## config.mk

```make
export PLATFORM = sky130hd
export DESIGN_NAME = instruction_fetch
export DESIGN_NICKNAME = d
export VERILOG_FILES = /design/src/rtl/instruction_fetch.sv
export SDC_FILE = /design/constraint.sdc
export NUM_CORES = 1
export LEC_CHECK = 0
export BUFFER_PORTS_ARGS = -buffer_cell sky130_fd_sc_hd__buf_2
export CAP_MARGIN = 20
export CELL_PAD_IN_SITES_DETAIL_PLACEMENT = 1
export CELL_PAD_IN_SITES_GLOBAL_PLACEMENT = 1
export CORE_AREA = 2 2 74 146
export CTS_CLUSTER_SIZE = 24
export DETAILED_ROUTE_END_ITERATION = 10
export DIE_AREA = 0 0 76 148
export PLACE_DENSITY_LB_ADDON = 0.2
export REMOVE_ABC_BUFFERS = 1
export SLEW_MARGIN = 20
export SYNTH_ARGS = -nofsm -noshare
export SYNTH_HDL_FRONTEND = slang
export SYNTH_SLANG_ARGS = --single-unit
```

## constraint.sdc

```tcl
create_clock -name clk -period 3.01 [get_ports clk]
set_clock_uncertainty 0.1 [all_clocks]
set_input_delay 0.1505 -clock clk [delete_from_list [all_inputs] [get_ports clk]]
set_output_delay 0.1505 -clock clk [all_outputs]
set_load 0.05 [all_outputs]
```

## src/rtl/instruction_fetch.sv

```systemverilog
// Instruction fetch stage: issues ROM reads, buffers up to two fetched words and stops on a halt opcode.
// Optional FETCH_PERF_CNT_EN adds a 16-bit saturating stall counter output (stall_cnt).
module instruction_fetch #(
    parameter logic [5:0] HALT_OPCODE = 6'h3F
) (
    input  logic        clk,
    input  logic        reset,
    input  logic [7:0]  pc,
    output logic        inc_en,
    output logic [7:0]  rom_addr,
    output logic        rom_rden,
    input  logic [31:0] rom_q,
    input  logic        flush,
    output logic [31:0] instr,
    output logic [7:0]  instr_pc,
    output logic        instr_valid,
    input  logic        instr_ready,
    output logic        halted
`ifdef FETCH_PERF_CNT_EN
    ,
    output logic [15:0] stall_cnt
`endif
);

    typedef enum logic {
        RUN  = 1'b0,
        HALT = 1'b1
    } state_t;

    state_t      state;
    logic [39:0] fifo_mem [2];
    logic        rd_ptr;
    logic        wr_ptr;
    logic [1:0]  count;
    logic        in_flight;
    logic [7:0]  tag;

    logic        pop;
    logic        push;
    logic        issue;
    logic [2:0]  pending;

    // A read may issue only if its response is guaranteed a free slot when it lands.
    always_comb begin
        pop     = instr_valid & instr_ready;
        pending = {1'b0, count} + {2'b00, in_flight} - {2'b00, pop};
        issue   = reset && (state == RUN) && !flush && (pending < 3'd2);
        push    = in_flight && (state == RUN) && !flush;
    end

    assign inc_en      = issue;
    assign rom_rden    = issue;
    assign rom_addr    = pc;
    assign instr_valid = (count != 2'd0);
    assign {instr, instr_pc} = fifo_mem[rd_ptr];
    assign halted      = (state == HALT);

    always_ff @(posedge clk or negedge reset) begin
        if (!reset) begin
            state       <= RUN;
            count       <= 2'd0;
            rd_ptr      <= 1'b0;
            wr_ptr      <= 1'b0;
            in_flight   <= 1'b0;
            tag         <= 8'h00;
            fifo_mem[0] <= 40'h0;
            fifo_mem[1] <= 40'h0;
        end else if (flush) begin
            state     <= RUN;
            count     <= 2'd0;
            rd_ptr    <= 1'b0;
            wr_ptr    <= 1'b0;
            in_flight <= 1'b0;
        end else begin
            in_flight <= issue;
            if (issue) begin
                tag <= pc;
            end
            // Responses landing once HALT is reached are dropped because push requires RUN.
            if (push) begin
                fifo_mem[wr_ptr] <= {rom_q, tag};
                wr_ptr           <= ~wr_ptr;
                if (rom_q[31:26] == HALT_OPCODE) begin
                    state <= HALT;
                end
            end
            if (pop) begin
                rd_ptr <= ~rd_ptr;
            end
            count <= count + {1'b0, push} - {1'b0, pop};
        end
    end

`ifdef FETCH_PERF_CNT_EN
    always_ff @(posedge clk or negedge reset) begin
        if (!reset) begin
            stall_cnt <= 16'h0000;
        end else if (instr_valid && !instr_ready && (stall_cnt != 16'hFFFF)) begin
            stall_cnt <= stall_cnt + 16'd1;
        end
    end
`endif

endmodule

```

Yosys cells after proc, flatten, opt, wreduce, memory -nomap -nowiden

Cells that the tools add are included.

Register bits after elaboration: 94
Input bits: 44

Add/subtract/negate cells: 4
Order comparisons: 4
Eq/ne operators: 1
Muxes and demuxes: 15
Bitwise operators: 7
Reductions and logical operators: 14

Operators by type and width:

| operator             | number |
|---|---|
| $mux W40             | 4 |
| $bwmux W80           | 1 |
| $demux W40 S1        | 1 |
| $mux W1              | 8 |
| $reduce_bool A2 Y1   | 4 |
| $eq A6 B6 Y1 const B | 1 |
| $logic_and A1 B1 Y1  | 6 |
| $reduce_and A2 Y1    | 3 |
| $ge A2 B2 Y1 const B | 2 |
| $not A1 Y1           | 4 |
| $not A1 Y2           | 2 |
| $add A2 B1 Y3        | 1 |
| $lt A3 B2 Y1 const B | 1 |
| $sub A3 B1 Y3        | 1 |
| $add A2 B1 Y2        | 1 |
| $lt A2 B1 Y1 const B | 1 |
| $mux W2              | 1 |
| $sub A2 B1 Y2        | 1 |
| $and A1 B1 Y1        | 1 |
| $logic_not A1 Y1     | 1 |

Depth between registers and ports, before layout

Gate-level depths: netlist (run 1).

Depth after elaboration: 6
Mapped depth: 8
Gate-level depth less buffers: 7

Worst setup path before layout (run 1)

OpenSTA, ideal clock, no wires.

Path kind: reg-to-output
Start: reg count[1]
End: out rom_rden
Arrival time: 2.642 ns
Required time: 2.759 ns
Path slack: 0.118 ns
Cell stages (with the launch flop): 9
Path buffers: 1
Cells stage by stage: dfrtp_1 > o21a_1 > ha_1 > nand2b_1 > fa_1 > xnor2_1 > nand4_1 > inv_1 > buf_4

Word-level cells in the longest chain between the ends: 5
Elaborated cells on any way between the ends: 6
Those cells by class: add/sub (2); order compare (1); bitwise (1); reduce/logical (2)

RTL lines:

| what                                                                  | line | text |
|---|---|---|
| start, declared                                                       | 34   | `logic [1:0] count;` |
| start signal, assigned                                                | 90   | `count <= count + {1'b0, push} - {1'b0, pop};` |
| parallel branches: the longest is 2 deep, another holds $add A2 B1 Y3 | --   |  |
| $sub A3 B1 Y3 *                                                       | 46   | `pending = {1'b0, count} + {2'b00, in_flight} - {2'b00, pop};` |
| $lt A3 B2 Y1 *                                                        | 47   | `issue = reset && (state == RUN) && !flush && (pending < 3'd2);` |
| $logic_and A1 B1 Y1 *                                                 | 47   |  |
| end, declared                                                         | 11   | `output logic rom_rden,` |

Mark *: on every way between the ends.

Worst setup path in the final report (run 1)

Ends and elaborated chain as after synthesis.

==> impl_metrics.csv, run 1 <==
group,metric,value,unit
outcome,status,"finished, final reports clean",
sta,hold_viol,0,
sta,maxSlewHeadroom,59.2,%
synthesis,yosysMostFrequentCell,"dfrtp_1",
synthesis,ys_seq_elements,94,
die,core_area,0.0101,mm2
synthesis,syn_inst,274,
cts,clock-sinks,94,
synthesis,avgSynthCellArea,15.8,um2
cts,numCtsBuffers,9,
worst_setup_path,startpoint,"count[1]",
sta,setup_tns,0,ps
power_and_ir_drop,intPower,3920,uW
synthesis,netlist_top_cells_count,"94 x dfrtp_1, 72 x mux2_2, 30 x mux2_4, 26 x mux2_1, 9 x buf_4",
die,placementRows,52,
worst_setup_path,worstReg2RegEnd,"tag[3]",
power_and_ir_drop,p_clk_share,18.4,%
synthesis,yosys.cell_types.count,28,
final_layout,area_delta_synth_final,29.9,%
worst_setup_path,crit_path_start_kind,"register",
worst_setup_path,path_class,"register to output port",
die,start_util,42.9,%
synthesis,syn-cell-area,0.00433,mm2
synthesis,synthTopCellsByArea,"dfrtp_1 54%, mux2_2 19%, mux2_4 10%, mux2_1 6.8%, buf_4 1.6%",
synthesis,synthArstFlopShare,100,%
worst_setup_path,worst_setup_path_end_kind,"output port",
cts,cts_tree,"built",
global_routing,antenna_found_initial,0,
die,fp.dieArea,0.0112,mm2
min_path,hp-class,"input port to register",
cts,root_buffer,"clkbuf_16",
synthesis,synth_warnings,0,
drt,vias_per_cell,4.87,
worst_setup_path,critPathMaxFanout,5,
global_routing,grt_overflow_total,0,
drt,wl_per_cell,16.6,um
sta,fmax,366,MHz
final_layout,multi_input_area,0.00177,mm2
worst_setup_path,cp.arrival,2480,ps
power_and_ir_drop,ir_drop,0.660,mV
synthesis,yosysSeqAreaShare,54.4,%
power_and_ir_drop,leakagePower,0.00270,uW
worst_setup_path,required,2760,ps
die,io_pins,96,
worst_setup_path,r2r_slack,380,ps
global_routing,track_usage,17.1,%
job,max_cap_violations,0,
sta,post-route-min-period,2730,ps
final_layout,final_cell_area,0.00562,mm2
power_and_ir_drop,swShare,41.3,%
cts,cts_max_level,3,
cts,clock_path_buffers,2,
final_layout,num_antenna_cells,0,
placed_design,gp_congestion,0.689,
global_routing,grt_max_degree,49,
min_path,hold_start,"instr_ready",
die,die_h,148,um
min_path,hold_end,"rd_ptr",
placed_design,postPlaceCellArea,0.00486,mm2
drt,vias,2659,
sta,worst_pin_slew,613,ps
synthesis,synth-main-ff-cell,"dfrtp_1",
worst_setup_path,rr_worst_depth,9,
final_layout,fin_nets,454,
die,die_w,76,um
power_and_ir_drop,switchingPower,2760,uW
drt,drt_iter0_markers,29,
global_routing,grt_pass1_vias,3028,
power_and_ir_drop,p_per_area,1190,mW/mm2
min_path,whs_path_depth,4,
drt,drcViolationCount,0,
drt,drt_pass1_iterations,4,
worst_setup_path,reg2reg_from,"count[1]",
placed_design,port_buffers,95,
cts,clkLatencyLatePin,340,ps
synthesis,synth_top_cell_by_area,"dfrtp_1",
cts,clk_pin_slew,70,ps
sta,rsz0062_at_grt,"no",
power_and_ir_drop,seqPwrFrac,33.7,%
power_and_ir_drop,comb_power_share,47.9,%
final_layout,nFillCells,1004,
sta,post-route-period-util,90.7,%
drt,wirelength,9.05,mm
final_layout,seq_area,0.00235,mm2
global_routing,grt_pass1_wl,15.1,mm
sta,finalSetupViolCount,0,
placed_design,dp_hpwl,6.19,mm
drt,detail-route-antenna-nets,0,
synthesis,synth_edf_count,0,
sta,drv_slew,0,
synthesis,synth.top_cell.area_share,54.4,%
final_layout,drive_above_1_share,54.3,%
==> how the worst max path moves through the flow <==
stage,end,cells after the start
3_3_place_gp,tag[7],8
5_1_grt,inc_en,8
3_5_place_dp,tag[3],8
6_report,rom_rden,8
2_1_floorplan,inc_en,7
4_1_cts,inc_en,8
==> critical path, stage by stage, from the launching register on <==
cell and delay (ps):
dfrtp_1 450, o21a_1 260, ha_1 280, nand2b_1 150, fa_1 380, xnor2_1 150
nand4_1 130, inv_1 90, buf_2 260
==> area by class of cell <==
| type | count | area share (%) |
|---|---|---|
| inverters | 4 | 0.267 |
| clock buffers | 13 | 4.63 |
| clock inverters | 3 | 1.20 |
| flip-flops and latches | 94 | 41.9 |
| well taps | 135 | 3.01 |
| multi-input cells | 153 | 31.4 |
| repair buffers | 144 | 17.6 |
==> power groups by stage <==
| stage | registers [uW] | logic, uW | clock network (uW) |
|---|---|---|---|
| floorplan | 2160 | 2540 | 0 |
| global placement | 2240 | 3150 | 0 |
| detailed placement | 2280 | 3180 | 0 |
| CTS | 2270 | 3240 | 1270 |
| global route | 2350 | 3380 | 1310 |
| finish | 2260 | 3200 | 1230 |
==> per-stage QoR <==
| stage | instances | total power [uW] | utilization (%) | setup slack (ps) | hold WS (ps) |
|---|---|---|---|---|---|
| 2_1_floorplan | 251 | 4700 | - | 134 | -245 |
| 3_3_place_gp | 487 | 5390 | 48.2 | 386 | 201 |
| 3_5_place_dp | 487 | 5460 | 48.2 | 302 | 201 |
| 4_1_cts | 545 | 6770 | 55.7 | 42.8 | 165 |
| 5_1_grt | 546 | 7050 | 55.7 | 139 | 188 |
| 6_report | 546 | 6680 | 55.7 | 279 | 167 |
==> kinds of logic after synthesis <==
logic type      count (synthesis)  share of synthesized area (%)
buf+inv                        27                           4.83
compound gates                  4                          0.607
mux                           128                           35.9
xor+xnor                        4                          0.810
fa+ha+maj                       4                           1.33
flops                          94                           54.4
simple gates                   13                           2.14
==> layout by cell type, fill, tap and decap left out, drive strengths merged <==
master       instances
o21a                 1
mux2               128
dfrtp               94
ha                   3
and4                 1
xnor2                3
clkinvlp             1
clkbuf              13
fa                   1
or3b                 1
a41oi                1
xor2                 1
or2                  1
a21oi                1
buf                102
and3                 1
or3                  1
bufinv               2
nand4                1
nor2b                1
inv                  4
o21ai                1
nor2                 5
nand2b               1
dlygate4sd3         42
==> flip-flops by register name (all words and copies together), names as in the netlist <==
signal,cells
rd_ptr,1
count,2
fifo_mem,80
halted,1
wr_ptr,1
in_flight,1
tag,8
==> routing by layer <==
| metal | vias up | track usage, % | part of all wire, % |
|---|---|---|---|
| li1 | 1224 | - | - |
| met1 | 1365 | 18.5 | 38 |
| met2 | 59 | 32.9 | 57 |
| met3 | 11 | 2.93 | 2.9 |
| met4 | 0 | 6.55 | 1.4 |
| met5 | - | 0 | 0 |
==> repair_timing <==
action,4_1_cts,5_1_grt
setup endpoints to repair,0,2
hold endpoints to repair,123,0
buffers inserted,0,1
resized for setup,0,0
hold buffers,42,0
No activity file was read; power rests on OpenSTA's default activity.
==> run 2: changes to the inputs <==
--- a/config.mk
+++ b/config.mk
@@ -7,14 +7,13 @@
 export LEC_CHECK = 0
 export BUFFER_PORTS_ARGS = -buffer_cell sky130_fd_sc_hd__buf_2
 export CAP_MARGIN = 20
-export CELL_PAD_IN_SITES_DETAIL_PLACEMENT = 1
-export CELL_PAD_IN_SITES_GLOBAL_PLACEMENT = 1
-export CORE_AREA = 2 2 74 146
-export CTS_CLUSTER_SIZE = 24
+export CORE_AREA = 2 2 67 132
+export CTS_CLUSTER_SIZE = 16
 export DETAILED_ROUTE_END_ITERATION = 10
-export DIE_AREA = 0 0 76 148
+export DIE_AREA = 0 0 69 134
 export PLACE_DENSITY_LB_ADDON = 0.2
 export REMOVE_ABC_BUFFERS = 1
+export SETUP_SLACK_MARGIN = 0.4
 export SLEW_MARGIN = 20
 export SYNTH_ARGS = -nofsm -noshare
 export SYNTH_HDL_FRONTEND = slang
==> run 2 against run 1 <==
Global-route usage grew 2.7 points. Register-to-register slack gained 170 ps. Via count grew 0.34%. Combinational power grew 2%. Sequential share of layout area grew 0.34 points. Sequential cell count is the same. Worst setup slack gained 150 ps. Critical path type unchanged. Highest routed layer unchanged.
==> impl_metrics.csv, run 2 (synthesized netlist as in run 1, its figures left out) <==
group,metric,value,unit
outcome,status,"finished, final reports clean",
cts,cts_tree,"built",
global_routing,grt_pass1_vias,2904,
sta,drv_slew,0,
final_layout,reg.largest.list,"fifo_mem x80, tag x8, count x2",
placed_design,dpl.cell_count,450,
final_layout,fin_nets,457,
drt,vias_per_cell,5.22,
cts,clkLatencyLatePin,340,ps
final_layout,final_cell_area,0.00558,mm2
final_layout,regMostFlops,"fifo_mem",
placed_design,gp_congestion,0.733,
placed_design,port_buffers,95,
drt,drt_iter0_markers,85,
sta,worst_pin_slew,634,ps
drt,drcViolationCount,0,
final_layout,multi_input_area,0.00178,mm2
worst_setup_path,worstReg2RegEnd,"tag[1]",
worst_setup_path,worst_setup_path_end_kind,"output port",
sta,post-route-period-util,85.8,%
job,max_cap_violations,0,
final_layout,drive_above_1_share,55.0,%
min_path,hold_start,"instr_ready",
worst_setup_path,path_class,"register to output port",
die,start_util,52.6,%
worst_setup_path,rr_worst_depth,8,
drt,vias,2668,
die,die_w,69,um
cts,cts_max_level,3,
final_layout,fin_util,67.8,%
sta,maxSlewHeadroom,57.8,%
min_path,whs_path_depth,5,
worst_setup_path,crit_path_start_kind,"register",
worst_setup_path,reg2reg_from,"count[1]",
cts,clock-sinks,94,
die,io_pins,96,
cts,root_buffer,"clkbuf_16",
power_and_ir_drop,switchingPower,2760,uW
drt,drt_pass1_iterations,4,
global_routing,antenna_found_initial,0,
cts,numCtsBuffers,9,
sta,finalSetupViolCount,0,
final_layout,final_cell_mix,"92 x dfrtp_1, 92 x buf_2, 72 x mux2_2",
worst_setup_path,critPathMaxFanout,2,
global_routing,grt_max_degree,51,
sta,setup_tns,0,ps
min_path,hp-class,"input port to register",
sta,post-route-min-period,2580,ps
power_and_ir_drop,seqPwrFrac,33.9,%
drt,wirelength,8.75,mm
power_and_ir_drop,ir_drop,0.669,mV
final_layout,num_antenna_cells,0,
sta,hold_viol,0,
final_layout,seq_area,0.00235,mm2
placed_design,dp_hpwl,5.55,mm
worst_setup_path,r2r_slack,550,ps
die,core_area,0.00823,mm2
global_routing,grt_pass1_wl,14.3,mm
die,placementRows,47,
power_and_ir_drop,p_clk_share,16.7,%
cts,clock_path_buffers,2,
drt,wl_per_cell,17.1,um
min_path,hold_end,"rd_ptr",
final_layout,nFillCells,612,
drt,detail-route-antenna-nets,0,
power_and_ir_drop,intPower,3850,uW
die,fp.dieArea,0.00925,mm2
power_and_ir_drop,p_per_area,1190,mW/mm2
die,die_h,134,um
sta,rsz0062_at_grt,"yes",
worst_setup_path,required,2760,ps
sta,fmax,387,MHz
global_routing,grt_overflow_total,0,
power_and_ir_drop,swShare,41.8,%
final_layout,largest_reg_flops,80,
placed_design,postPlaceCellArea,0.00481,mm2
final_layout,fin_cells,511,
power_and_ir_drop,leakagePower,0.00270,uW
power_and_ir_drop,comb_power_share,49.4,%
final_layout,area_delta_synth_final,28.9,%
cts,clk_pin_slew,60,ps
worst_setup_path,cp.arrival,2330,ps
global_routing,track_usage,19.8,%
## run 2: cell count changes in the layout (fill, tap and decap cells not counted), sizes merged
cell / change
bufinv: -1
clkinvlp: -1
clkbuf: +1
buf: +3
## run 2: area by class of cell
type / instances / area share, %
Sequential cell: 94 / 42.2
Clock inverter: 1 / 0.538
Clock buffer: 14 / 4.55
Tap cell: 98 / 2.20
Inverter: 4 / 0.314
Timing Repair Buffer: 147 / 18.3
Multi-Input combinational cell: 153 / 31.9
## run 2: worst max-delay path by stage
stage / slack (ps) / depth (start not counted) / start / to
final: 430 / 8 / count[1] / inc_en
after global routing: 360 / 8 / count[1] / inc_en
after CTS: 410 / 8 / count[1] / rom_rden
after detailed placement: 470 / 9 / count[1] / rom_rden
after global placement: 500 / 9 / count[1] / rom_rden
after floorplan: 130 / 7 / count[1] / inc_en
## run 2: routing by layer
layer | GRT usage [%] | vias to the layer above | wire (um)
li1 | - | 1229 | -
met1 | 21.9 | 1359 | 3410
met2 | 36.1 | 64 | 4850
met3 | 3.61 | 16 | 272
met4 | 9.37 | 0 | 227
met5 | 0 | - | 0
## run 2: worst max-delay path, stage by stage (launching register included)
cell      delay, ps
dfrtp_2         400
o21a_1          190
ha_1            270
nand2b_4        140
fa_2            510
nand4_1         100
buf_6           180
inv_4            60
buf_8           140
## run 2: through the flow
| stage | setup WS, ps | hold slack [ps] | power, uW |
|---|---|---|---|
| final | 428 | 229 | 6610 |
| after global routing | 358 | 242 | 6920 |
| after CTS | 408 | 3.50 | 6660 |
| after detailed placement | 470 | 83.3 | 5420 |
| after global placement | 496 | 87.7 | 5340 |
| after floorplan | 134 | -245 | 4700 |
## run 2: power groups by stage
| stage | sequential [uW] | combinational [uW] | clock (uW) |
|---|---|---|---|
| floorplan | 2160 | 2540 | 0 |
| global placement | 2220 | 3120 | 0 |
| detailed placement | 2260 | 3160 | 0 |
| CTS | 2240 | 3290 | 1130 |
| global route | 2330 | 3430 | 1170 |
| finish | 2240 | 3260 | 1110 |
## run 2: repair_timing
action,CTS,global route
setup endpoints to repair,2,2
buffers inserted,4,0
hold buffers,41,1
resized for setup,12,0
pin swaps,1,0
hold endpoints to repair,119,1
==> run 3: changes to the inputs <==
--- a/config.mk
+++ b/config.mk
@@ -5,7 +5,7 @@
 export SDC_FILE = /design/constraint.sdc
 export NUM_CORES = 1
 export LEC_CHECK = 0
-export BUFFER_PORTS_ARGS = -buffer_cell sky130_fd_sc_hd__buf_2
+export BUFFER_PORTS_ARGS = -buffer_cell sky130_fd_sc_hd__clkbuf_2
 export CAP_MARGIN = 20
 export CORE_AREA = 2 2 67 132
 export CTS_CLUSTER_SIZE = 16
==> run 3 against run 2 <==
Cell count unchanged. Worst setup slack worse by 9.0 ps. Die area stayed put. Clock-buffer cell count shrank 1. Sequential cell count did not move. First-iteration DRC count increased by 59%. Routed wire length increased by 0.17%. Via count is 0.19% higher. Sequential share of layout area fell by 0.53 points. Worst hold slack got worse by 99 ps. Non-clock buffer count shrank 1. Largest power group unchanged. Highest routed layer unchanged.
==> impl_metrics.csv, run 3 (synthesized netlist as in run 1, its figures left out) <==
group,metric,value,unit
outcome,status,"finished, final reports clean",
worst_setup_path,worst_setup_path_end_kind,"output port",
job,max_cap_violations,0,
drt,drt_pass1_iterations,3,
power_and_ir_drop,p_per_area,1200,mW/mm2
die,die_h,134,um
final_layout,nFillCells,610,
die,start_util,52.6,%
drt,wl_per_cell,17.2,um
cts,cts_max_level,3,
global_routing,grt_pass1_vias,3012,
placed_design,postPlaceCellArea,0.00480,mm2
power_and_ir_drop,comb_power_share,48.6,%
sta,drv_slew,0,
die,fp.dieArea,0.00925,mm2
cts,clk_pin_slew,60,ps
global_routing,grt_max_degree,75,
worst_setup_path,crit_path_start_kind,"register",
final_layout,largest_reg_flops,80,
power_and_ir_drop,seqPwrFrac,32.9,%
die,core_area,0.00823,mm2
worst_setup_path,path_class,"register to output port",
power_and_ir_drop,p_clk_share,18.5,%
power_and_ir_drop,leakagePower,0.00275,uW
global_routing,track_usage,20.2,%
sta,fmax,386,MHz
drt,top_layer_used,"met4",
sta,rsz0062_at_grt,"yes",
min_path,hp-class,"input port to async pin",
sta,hold_viol,0,
cts,clock_path_buffers,2,
worst_setup_path,critPathMaxFanout,2,
global_routing,antenna_found_initial,0,
power_and_ir_drop,ir_drop,0.749,mV
final_layout,final_cell_mix,"92 x dfrtp_1, 92 x clkbuf_2, 72 x mux2_2",
worst_setup_path,cp_slowest_cell,"fa_2",
drt,drt_iter0_markers,135,
drt,detail-route-antenna-nets,0,
placed_design,gp_congestion,0.733,
worst_setup_path,required,2760,ps
sta,post-route-period-util,86.1,%
power_and_ir_drop,switchingPower,2790,uW
drt,wirelength,8.77,mm
cts,cts_tree,"built",
drt,drcViolationCount,0,
sta,finalSetupViolCount,0,
worst_setup_path,worstPathCellList,"o21a_1, ha_1, nand2b_4, fa_2, nand4_1, buf_6, inv_4, clkbuf_16",
drt,met2_length,4.83,mm
final_layout,fin_nets,456,
sta,setup_tns,0,ps
sta,layout_setup_ws,419,ps
final_layout,reg.largest.list,"fifo_mem x80, tag x8, count x2",
sta,maxSlewHeadroom,38.0,%
cts,clkLatencyLatePin,340,ps
final_layout,area_delta_synth_final,30.6,%
drt,vias_per_cell,5.23,
final_layout,regMostFlops,"fifo_mem",
die,die_w,69,um
sta,post-route-min-period,2590,ps
placed_design,dp_slack,458,ps
final_layout,fin_util,68.6,%
worst_setup_path,cp.arrival,2340,ps
final_layout,final_cell_area,0.00565,mm2
placed_design,port_buffers,95,
global_routing,grt_pass1_wl,14.6,mm
worst_setup_path,critPathMaxStageDelay,520,ps
cts,root_buffer,"clkbuf_16",
sta,worst_pin_slew,931,ps
final_layout,drive_above_1_share,55.9,%
global_routing,grt_overflow_total,0,
cts,numCtsBuffers,9,
drt,vias,2673,
sta,whs,129,ps
cts,clock-sinks,94,
die,placementRows,47,
drt,wl_met1,3.45,mm
drt,dr_wl_met3,277,um
power_and_ir_drop,swShare,41.2,%
die,io_pins,96,
placed_design,dp_hpwl,5.38,mm
power_and_ir_drop,intPower,3980,uW
final_layout,num_antenna_cells,0,
run 3: cell types whose count changed in the layout (fill, tap and decap cells not counted), sizes merged:
cell,previous run,this run
clkinv,0,1
clkbuf,14,107
buf,105,10
bufinv,1,2
run 3: what timing repair did:
action,in CTS,in global routing
hold endpoints to repair,97,0
pin swaps,3,0
buffers inserted,4,0
hold buffers,42,0
resized for setup,13,0
setup endpoints to repair,2,2
run 3: final cells by class:
type | instances | area, um2 | share of cell area [%]
flip-flops and latches | 94 | 2350 | 41.7
repair buffers | 146 | 1030 | 18.3
clock inverters | 3 | 65.1 | 1.15
inverters | 4 | 17.5 | 0.310
multi-input cells | 153 | 1780 | 31.6
well taps | 98 | 123 | 2.17
clock buffers | 13 | 270 | 4.78
run 3: stage by stage:
| step | power (uW) | std cells |
|---|---|---|
| finish | 6780 | 511 |
| global route | 7110 | 511 |
| CTS | 6820 | 511 |
| detailed placement | 5410 | 449 |
| global placement | 5330 | 449 |
| floorplan | 4700 | 251 |
run 3: power by group through the flow:
stage               clock network, uW  registers, uW  logic (uW)
finish                           1250           2230        3290
global route                     1330           2310        3470
CTS                              1280           2230        3320
detailed placement                  0           2250        3170
global placement                    0           2200        3130
floorplan                           0           2160        2540
run 3: metal layers:
metal | global-route usage, % | up-vias
met2 | 36.5 | 59
met4 | 10.0 | 0
li1 | - | 1230
met3 | 3.38 | 15
met5 | 0 | -
met1 | 22.6 | 1369
run 3: path summary, 6_finish.rpt:
check | start | end | slack [ps] | cells past startpoint
worst max-delay path | count[0] | inc_en | 420 | 8
min in group clk | instr_ready | rd_ptr | 230 | 5
worst max register to register | count[0] | tag[3] | 570 | 9
max in group asynchronous | reset | fifo_mem[36] | 1460 | 3
worst min-delay path | reset | fifo_mem[50] | 130 | 2
worst min register to register | fifo_mem[5] | fifo_mem[5] | 380 | 1
run 3: critical path, delay by kind of cell (launching register included):
kind | cells | cell delay [ps]
AOI/OAI and AO/OA | 1 | 200
adders and majority gates | 2 | 790
buffers and inverters | 3 | 370
DFF | 1 | 380
and+or+nand+nor | 2 | 250
